$ cat config.mk
export PLATFORM = sky130hd
export DESIGN_NAME = alu_seq_exec
export DESIGN_NICKNAME = d
export VERILOG_FILES = /design/src/rtl/alu_seq_exec.sv
export SDC_FILE = /design/constraint.sdc
export NUM_CORES = 1
export LEC_CHECK = 0
export ABC_AREA = 1
export BUFFER_PORTS_ARGS = -buffer_cell sky130_fd_sc_hd__buf_2
export CELL_PAD_IN_SITES_DETAIL_PLACEMENT = 0
export CELL_PAD_IN_SITES_GLOBAL_PLACEMENT = 1
export CORE_MARGIN = 1
export CORE_UTILIZATION = 45
export CTS_BUF_LIST = sky130_fd_sc_hd__clkbuf_4 sky130_fd_sc_hd__clkbuf_8
export DETAILED_ROUTE_END_ITERATION = 16
export GPL_TIMING_DRIVEN = 1
export HOLD_SLACK_MARGIN = 0.05
export PLACE_DENSITY_LB_ADDON = 0.1
export SLEW_MARGIN = 20
export SYNTH_ARGS = -nofsm -noshare
export SYNTH_HDL_FRONTEND = slang
export SYNTH_SLANG_ARGS = --single-unit
export TNS_END_PERCENT = 100
$ cat constraint.sdc
create_clock -name clk_i -period 5.3 [get_ports clk_i]
set_input_delay 0.265 -clock clk_i [delete_from_list [all_inputs] [get_ports clk_i]]
set_output_delay 0.265 -clock clk_i [all_outputs]
set_load 0.005 [all_outputs]
$ cat src/rtl/alu_seq_exec.sv
// alu_seq_exec: sequential 8-bit ALU front-end with valid/ready request and response handshakes
module alu_seq_exec (
    input  logic       clk_i,
    input  logic       rst_ni,
    input  logic       req_valid_i,
    output logic       req_ready_o,
    input  logic [7:0] x_i,
    input  logic [7:0] y_i,
    input  logic [2:0] op_i,
    output logic       rsp_valid_o,
    input  logic       rsp_ready_i,
    output logic [7:0] r_o,
    output logic       fz_o,
    output logic       fc_o,
    output logic       err_o,
    output logic       c_o
);
    localparam logic [1:0] IDLE = 2'd0;
    localparam logic [1:0] EXEC = 2'd1;
    localparam logic [1:0] RESP = 2'd2;

    localparam logic [2:0] OP_SUB = 3'b001;
    localparam logic [2:0] OP_ADC = 3'b010;
    localparam logic [2:0] OP_MUL = 3'b011;

    logic [1:0]  state_q, state_d;
    logic [7:0]  x_q, x_d, y_q, y_d, r_q, r_d;
    logic [2:0]  op_q, op_d, cnt_q, cnt_d;
    logic [15:0] prod_q, prod_d;
    logic        fz_q, fz_d, fc_q, fc_d, err_q, err_d, c_q, c_d;
    logic [8:0]  sum;
    logic [15:0] pp;

    // Next-state and datapath: single-cycle add/sub/adc, one multiplier bit per EXEC cycle for MUL
    always_comb begin
        state_d = state_q;
        x_d     = x_q;
        y_d     = y_q;
        op_d    = op_q;
        cnt_d   = cnt_q;
        prod_d  = prod_q;
        r_d     = r_q;
        fz_d    = fz_q;
        fc_d    = fc_q;
        err_d   = err_q;
        c_d     = c_q;
        sum     = (op_q == OP_SUB) ? {1'b0, x_q} - {1'b0, y_q}
                                   : {1'b0, x_q} + {1'b0, y_q} + {8'h00, (op_q == OP_ADC) & c_q};
        pp      = prod_q + (x_q[cnt_q] ? ({8'h00, y_q} << cnt_q) : 16'h0000);
        case (state_q)
            IDLE: begin
                if (req_valid_i) begin
                    x_d     = x_i;
                    y_d     = y_i;
                    op_d    = op_i;
                    cnt_d   = 3'd0;
                    prod_d  = 16'h0000;
                    state_d = EXEC;
                end
            end
            EXEC: begin
                if (op_q[2]) begin
                    r_d     = 8'h00;
                    fz_d    = 1'b0;
                    fc_d    = 1'b0;
                    err_d   = 1'b1;
                    state_d = RESP;
                end else if (op_q == OP_MUL) begin
                    prod_d = pp;
                    cnt_d  = cnt_q + 3'd1;
                    if (cnt_q == 3'd7) begin
                        r_d     = pp[7:0];
                        fc_d    = |pp[15:8];
                        fz_d    = (pp[7:0] == 8'h00);
                        err_d   = 1'b0;
                        c_d     = |pp[15:8];
                        state_d = RESP;
                    end
                end else begin
                    r_d     = sum[7:0];
                    fc_d    = sum[8];
                    fz_d    = (sum[7:0] == 8'h00);
                    err_d   = 1'b0;
                    c_d     = sum[8];
                    state_d = RESP;
                end
            end
            RESP: begin
                if (rsp_ready_i) state_d = IDLE;
            end
            default: state_d = IDLE;
        endcase
    end

    // State and result registers; reset discards any in-flight operation and clears the carry
    always_ff @(posedge clk_i or negedge rst_ni) begin
        if (!rst_ni) begin
            state_q <= IDLE;
            x_q     <= 8'h00;
            y_q     <= 8'h00;
            op_q    <= 3'b000;
            cnt_q   <= 3'd0;
            prod_q  <= 16'h0000;
            r_q     <= 8'h00;
            fz_q    <= 1'b0;
            fc_q    <= 1'b0;
            err_q   <= 1'b0;
            c_q     <= 1'b0;
        end else begin
            state_q <= state_d;
            x_q     <= x_d;
            y_q     <= y_d;
            op_q    <= op_d;
            cnt_q   <= cnt_d;
            prod_q  <= prod_d;
            r_q     <= r_d;
            fz_q    <= fz_d;
            fc_q    <= fc_d;
            err_q   <= err_d;
            c_q     <= c_d;
        end
    end

    assign req_ready_o = (state_q == IDLE);
    assign rsp_valid_o = (state_q == RESP);
    assign r_o         = r_q;
    assign fz_o        = fz_q;
    assign fc_o        = fc_q;
    assign err_o       = err_q;
    assign c_o         = c_q;
endmodule

==> run_results.csv, run 1 <==
group,metric,value,unit
status,status,"complete, no violations",
cells_and_area,final_cell_mix,"nand2_1, inv_1, o21ai_0",
clock_network,clock_tree.root_cell,"clkbuf_8",
timing,drv_slew,0,
route,dr.pass1.iters,5,
cells_and_area,syn2layout_area_growth,7.83,%
synth,synth.distinct_cells,45,
worst_setup_path,crit_arrival,3.61,ns
power,p_total,2.64,mW
timing,fin_crit_sh,0.640,
clock_network,clk_latency,0.32,ns
timing,fin_setup_tns,0,ns
global_route,track_usage,0.256,
power,p_per_area,560,nW/µm²
synth,syn_area_per_cell,6.60,µm²
global_route,grt_pass1_wl,20100,µm
placement,io_buffers,36,
global_route,grt_pass1_vias,4051,
clock_network,postCtsHoldBufs,0,
synth,yosysWarnings,0,
placement,gp_congestion,0.860,
synth,syn_inst,663,
global_route,grt_max_degree,53,
cells_and_area,antenna_cells,0,
worst_setup_path,end_kind,"flop",
clock_network,cts_max_level,2,
synth,synth_nets,722,
clock_network,cts.sinks,52,
timing,worst_slew_pin_slew,0.949,ns
die,io_pins,37,
route,postRouteAntennaNets,0,
timing,slew_headroom,0.367,
clock_network,cts_buffers,5,
timing,setup_viol,0,
die,core_area,9330,µm²
clock_network,cts_buffer_depth,2,
worst_setup_path,cp_max_fo,25,
power,vdd_ir_drop_max,320,µV
placement,place_hpwl,9450,µm
synth,yosys.area.top_type,"dfrtp_1",
clock_network,cts_resized,0,
worst_setup_path,worst_ep_required_time,5.52,ns
cells_and_area,drive_above_1_share,0.104,
route,post_drt_wl_per_cell,14.6,µm
cells_and_area,final_common_cell,"nand2_1",
route,vias,4231,
synth,netlist_top_cells_area,"dfrtp_1, nand2_1, ha_1, inv_1, o21ai_0",
synth,ys_ff_latch,52,
clock_network,post_cts_buffers,0,
synth,syn_area,4380,µm²
route,routed_wl,12000,µm
global_route,grt-ovfl-total,0,
timing,hold_violations,0,
die,die_y,101,µm
timing,rsz0062_at_grt,"no",
cells_and_area,final_nets,750,
timing,max_freq,0.295,GHz
route,drc,0,
cells_and_area,fin_util,0.506,
die,rows,35,
clock_network,path_clk_slew,0.12,ns
power,p_leak,2.61,nW
timing,period_needed,3.39,ns
worst_setup_path,start_kind,"flop",
synth,netlist.area_leader.share,0.297,
die,dieArea,10100,µm²
run,cap_violations,0,
global_route,antenna_found_initial,0,
route,drt_iter0_drc,257,
route,viasPerCell,5.15,
timing,clock_skew,0.0218,ns
synth,ys_seq_area_frac,0.297,
die,start_util,0.469,
worst_setup_path,crit_type,"flop to flop",
worst_hold_path,min_path_type,"input pin to async pin",
die,dieWidth,101,µm
clock_network,cts_tree,"yes",
[worst paths after layout]
kind                             start         end  slack, ns  cells past startpoint
hold reg to reg                   fz_o        fz_o       0.49                      2
min in group clk_i         rsp_ready_i  state_q[1]       0.10                      2
setup / recovery              cnt_q[0]        fc_o       1.91                     19
hold / removal                  rst_ni     op_q[1]       0.05                      2
max in group asynchronous       rst_ni      y_q[4]       4.76                      2
setup reg to reg              cnt_q[0]        fc_o       1.91                     19
[critical path, cell delays in order, from the launching register on]
cell	delay, ns
dfrtp_1	0.74
inv_1	0.20
nor2_1	0.12
o21ai_0	0.10
nand2_1	0.17
nor3_1	0.08
ha_1	0.27
fa_1	0.48
nand3_1	0.11
nand3_1	0.13
nand2_1	0.13
nand2_1	0.09
nand2_1	0.09
nand3_1	0.08
nand2_1	0.11
nand2_1	0.07
nor2_1	0.12
nand2_1	0.10
nand2_1	0.08
nand2_1	0.05
[logic make-up after synthesis]
logic type,Yosys count,synth area share
AND/OR/NAND/NOR,367,0.356
buffers and inverters,103,0.0992
AO/OA/AOI/OAI,101,0.129
flip-flops,52,0.297
adder cells (fa/ha/maj),36,0.110
XOR/XNOR,3,0.00600
multiplexers,1,0.00229
[per-layer routing]
| layer | global-route usage | vias to the layer above | part of all wire |
|---|---|---|---|
| met1 | 0.387 | 1963 | 0.53 |
| met5 | 0 | - | 0 |
| met3 | 0.0284 | 10 | 0.038 |
| met4 | 0.0446 | 0 | 0.012 |
| li1 | - | 2169 | - |
| met2 | 0.395 | 89 | 0.42 |
[metrics by stage]
step,worst slack [ns],hold WS [ns],instance area (µm²),std cells
2_1_floorplan,2.74,-0.0306,4380,663
3_3_place_gp,1.98,0.432,4620,813
3_5_place_dp,1.93,0.440,4620,813
4_1_cts,1.92,0.0918,4720,821
5_1_grt,1.50,0.0948,4720,821
6_report,1.91,0.0513,4720,821
[report_power, final]
group / internal (mW) / switching [mW]
Clock: 0.0974 / 0.149
Sequential: 0.524 / 0.152
Combinational: 0.571 / 1.15
Total: 1.19 / 1.45
[layout make-up]
| cell class | instances | area, µm² |
|---|---|---|
| multi-input combinational | 508 | 2640 |
| fill | 990 | 4610 |
| sequential | 52 | 1300 |
| timing repair buffer | 37 | 188 |
| inverter | 87 | 332 |
| clock buffer | 5 | 68.8 |
| tap | 129 | 161 |
| clock inverter | 3 | 27.5 |
[state kept, by name (all words and copies together) (netlist names), 2 cells and up]
signal   count
cnt_q        3
prod_q      16
state_q      2
x_q          8
r_o          8
y_q          8
op_q         3
[synthesized netlist by cell type (all sizes together)]
master	instances
a21o	1
a21oi	20
a22o	5
a31oi	2
a32o	1
and2	1
buf	11
clkbuf	5
dfrtp	52
fa	4
ha	32
inv	87
mux2i	1
nand2	250
nand3	38
nand3b	3
nand4	5
nor2	58
nor3	9
nor3b	1
o211ai	1
o21ai	66
o21bai	2
o22ai	2
o31ai	1
or2	2
xnor2	2
xor2	1
Note: power is estimated with default switching activity, not from simulation.
==> inputs of run 2 (changes only) <==
--- a/config.mk
+++ b/config.mk
@@ -5,7 +5,7 @@
 export SDC_FILE = /design/constraint.sdc
 export NUM_CORES = 1
 export LEC_CHECK = 0
-export ABC_AREA = 1
+export ABC_AREA = 0
 export BUFFER_PORTS_ARGS = -buffer_cell sky130_fd_sc_hd__buf_2
 export CELL_PAD_IN_SITES_DETAIL_PLACEMENT = 0
 export CELL_PAD_IN_SITES_GLOBAL_PLACEMENT = 1
==> constraint.sdc (replaced) <==
create_clock -name clk_i -period 3.36 [get_ports clk_i]
set_input_delay 0.168 -clock clk_i [delete_from_list [all_inputs] [get_ports clk_i]]
set_output_delay 0.168 -clock clk_i [all_outputs]
set_load 0.005 [all_outputs]
==> run 2 against run 1 <==
Compared with the run above: setup slack lost 1.7 ns; critical path depth down 7; routed wire length is 9.9% lower; worst hold slack better by 0.032 ns; die area shrank 7.2%; register-to-register slack got worse by 1.7 ns; critical path type unchanged.
==> run_results.csv, run 2 <==
group,metric,value,unit
synth,yosys.area_share.simple,0.163,
synth,yosys.area.top_type,"dfrtp_1",
clock_network,clock_tree.root_cell,"clkbuf_8",
synth,synth_xor_area_frac,0.0367,
synth,synth-adder-area-share,0.118,
timing,worst_slew_pin_slew,0.824,ns
synth,synth_edf_count,0,
route,routed_wl,10800,µm
power,p_leak,2.18,nW
clock_network,cts_buffer_depth,2,
route,drt_iter0_drc,266,
synth,syn_inst,449,
timing,slew_headroom,0.449,
worst_setup_path,start_kind,"flop",
placement,place_hpwl,8420,µm
die,dieWidth,96.9,µm
power,vdd_ir_drop_max,547,µV
route,dr.pass1.iters,5,
worst_setup_path,cp_max_fo,5,
placement,place_ws,0.0354,ns
timing,max_freq,0.313,GHz
cells_and_area,final_nets,559,
cells_and_area,final_cell_mix,"dfrtp_1, nor2_1, buf_2",
worst_hold_path,min_path_type,"input pin to flop",
cells_and_area,final_common_cell,"dfrtp_1",
synth,syn_area,4060,µm²
worst_hold_path,holdPathStages,2,
timing,setup_viol,0,
worst_setup_path,crit_type,"flop to flop",
worst_setup_path,critical_path_cell_count,12,
global_route,grt_pass1_vias,3366,
run,cap_violations,0,
synth,synth.most_common_cell,"dfrtp_1",
die,dieArea,9400,µm²
worst_setup_path,crit_buf_inv,0,
worst_setup_path,crit_top_cell,"a21oi_1",
route,post_drt_wl_per_cell,17.8,µm
placement,io_buffers,36,
synth,synthTopCellsByCount,"dfrtp_1, nand2_1, nor2_1, a21oi_1",
cells_and_area,fill_cells,823,
die,start_util,0.465,
clock_network,cts_max_level,2,
placement,placed_cells,596,
worst_setup_path,reg2reg_depth,12,
clock_network,path_clk_slew,0.11,ns
clock_network,clk_latency,0.31,ns
synth,synth_compound_area_frac,0.226,
worst_setup_path,reg2reg_to,"fc_o",
timing,fin_crit_sh,0.952,
die,io_pins,37,
cells_and_area,multi_input_area,2650,µm²
synth,synth_flop_cell,"dfrtp_1",
status,status,"complete, no violations",
worst_setup_path,reg2reg_setup_slack,0.16,ns
timing,clock_skew,0.0122,ns
cells_and_area,antenna_cells,0,
global_route,grt_pass1_wl,17700,µm
worst_hold_path,hold_path_end,"y_q[2]",
route,vias,3565,
worst_hold_path,min-delay-start,"y_i[2]",
die,rows,34,
synth,async_reset_ff_frac,1.00,
cells_and_area,top_register,"prod_q",
global_route,antenna_found_initial,0,
synth,ys_ff_latch,52,
cells_and_area,drive_above_1_share,0.242,
cells_and_area,seq_area,1300,µm²
synth,ys_seq_area_frac,0.321,
worst_setup_path,crit_arrival,3.39,ns
worst_setup_path,end_kind,"flop",
global_route,grt-ovfl-total,0,
synth,syn_area_per_cell,9.03,µm²
synth,yosysWarnings,0,
power,p_per_area,985,nW/µm²
synth,netlist_top_cells_area,"dfrtp_1, ha_1, mux2_2, a21oi_1, o21ai_0",
die,die_y,96.9,µm
synth,synth_nets,508,
timing,hold_violations,0,
worst_setup_path,worst_ep_required_time,3.55,ns
worst_setup_path,worst_path_dominant_cell_family,"simple AND/OR/NAND/NOR gates",
clock_network,cts_tree,"yes",
global_route,track_usage,0.237,
synth,synthMuxAreaShare,0.0889,
route,drc,0,
clock_network,cts.sinks,52,
cells_and_area,fin_cells,609,
worst_setup_path,r2r-start,"cnt_q[1]",
placement,gp_congestion,0.892,
clock_network,cts_buffers,5,
worst_setup_path,slowest_stage,"mux4_2",
synth,netlist.area_leader.share,0.321,
route,postRouteAntennaNets,0,
timing,period_needed,3.20,ns
worst_setup_path,cp_slowest_stage_delay,0.53,ns
timing,drv_slew,0,
die,core_area,8720,µm²
cells_and_area,largest_reg_flops,16,
synth,synth.distinct_cells,61,
route,viasPerCell,5.85,
worst_setup_path,crit_start,"cnt_q[1]",
synth,synth_top_family_by_area,"compound AO/OA/AOI/OAI gates",
timing,setup_slack,0.161,ns
global_route,grt_max_degree,28,
cells_and_area,syn2layout_area_growth,15.2,%
worst_setup_path,crit_chain,"mux4_2 > nand2_2 > and2_4 > a21oi_1 > ha_1 > a21oi_1 > o211a_1 > nor3_1 > or2_2 > o211ai_1 > and4b_1 > a32oi_1",
## run 2: metrics by stage
| step | total power [mW] | hold WS (ns) | utilization | TNS (ns) | instance area, µm² |
|---|---|---|---|---|---|
| after floorplan | 3.18 | -0.128 | - | 0 | 4060 |
| after global placement | 4.06 | 0.217 | 0.510 | 0 | 4450 |
| after detailed placement | 4.06 | 0.231 | 0.510 | 0 | 4450 |
| after CTS | 4.49 | 0.0677 | 0.523 | 0 | 4560 |
| after global routing | 4.99 | 0.0695 | 0.536 | -0.0310 | 4670 |
| final | 4.60 | 0.0834 | 0.536 | 0 | 4670 |
## run 2: worst reg2reg max path: cells and delay by family (launching register included)
| family | cells | cell delay, ns |
|---|---|---|
| flip-flops | 1 | 0.40 |
| multiplexers | 1 | 0.53 |
| adder cells (fa/ha/maj) | 1 | 0.37 |
| AO/OA/AOI/OAI | 5 | 0.80 |
| AND/OR/NAND/NOR | 5 | 0.99 |
## run 2: cells by family (layout without fill, tap and decap cells)
logic type / after synthesis / in the layout
AO/OA/AOI/OAI: 135 / 135
XOR/XNOR: 17 / 17
adder cells (fa/ha/maj): 36 / 36
buffers and inverters: 43 / 95
flip-flops: 52 / 52
multiplexers: 31 / 31
AND/OR/NAND/NOR: 135 / 135
## run 2: power breakdown
group          leakage, nW  switching (mW)  total (mW)  internal [mW]
registers            0.669           0.268        1.11          0.840
logic                 1.47            1.76        3.09           1.33
clock network       0.0479           0.225       0.401          0.176
total                 2.18            2.26        4.60           2.35
## run 2: area by class of cell
type / count / share of cell area
Tap cell: 108 / 0.0289
Multi-Input combinational cell: 354 / 0.566
Sequential cell: 52 / 0.278
Clock buffer: 7 / 0.0193
Clock inverter: 1 / 0.00161
Timing Repair Buffer: 65 / 0.0878
Inverter: 22 / 0.0177
## run 2: routing by layer
metal | up-vias | track usage | wire (µm)
met5 | - | 0 | 0
met4 | 0 | 0.0505 | 107
met3 | 8 | 0.0325 | 611
met2 | 131 | 0.365 | 4840
met1 | 1685 | 0.353 | 5280
li1 | 1741 | - | -
## run 2: repair_timing
| action | 4_1_cts | 5_1_grt |
|---|---|---|
| pin swaps | 0 | 12 |
| buffers inserted | 0 | 3 |
| hold endpoints to repair | 27 | 0 |
| resized for setup | 1 | 19 |
| setup endpoints to repair | 2 | 6 |
| hold buffers | 2 | 0 |
## run 2: worst max path at each step
stage,end,slack (ns)
after floorplan,fc_o,0.09
after global placement,fc_o,0.07
after detailed placement,fc_o,0.04
after CTS,fc_o,0.05
after global routing,fc_o,-0.02
final,fc_o,0.16
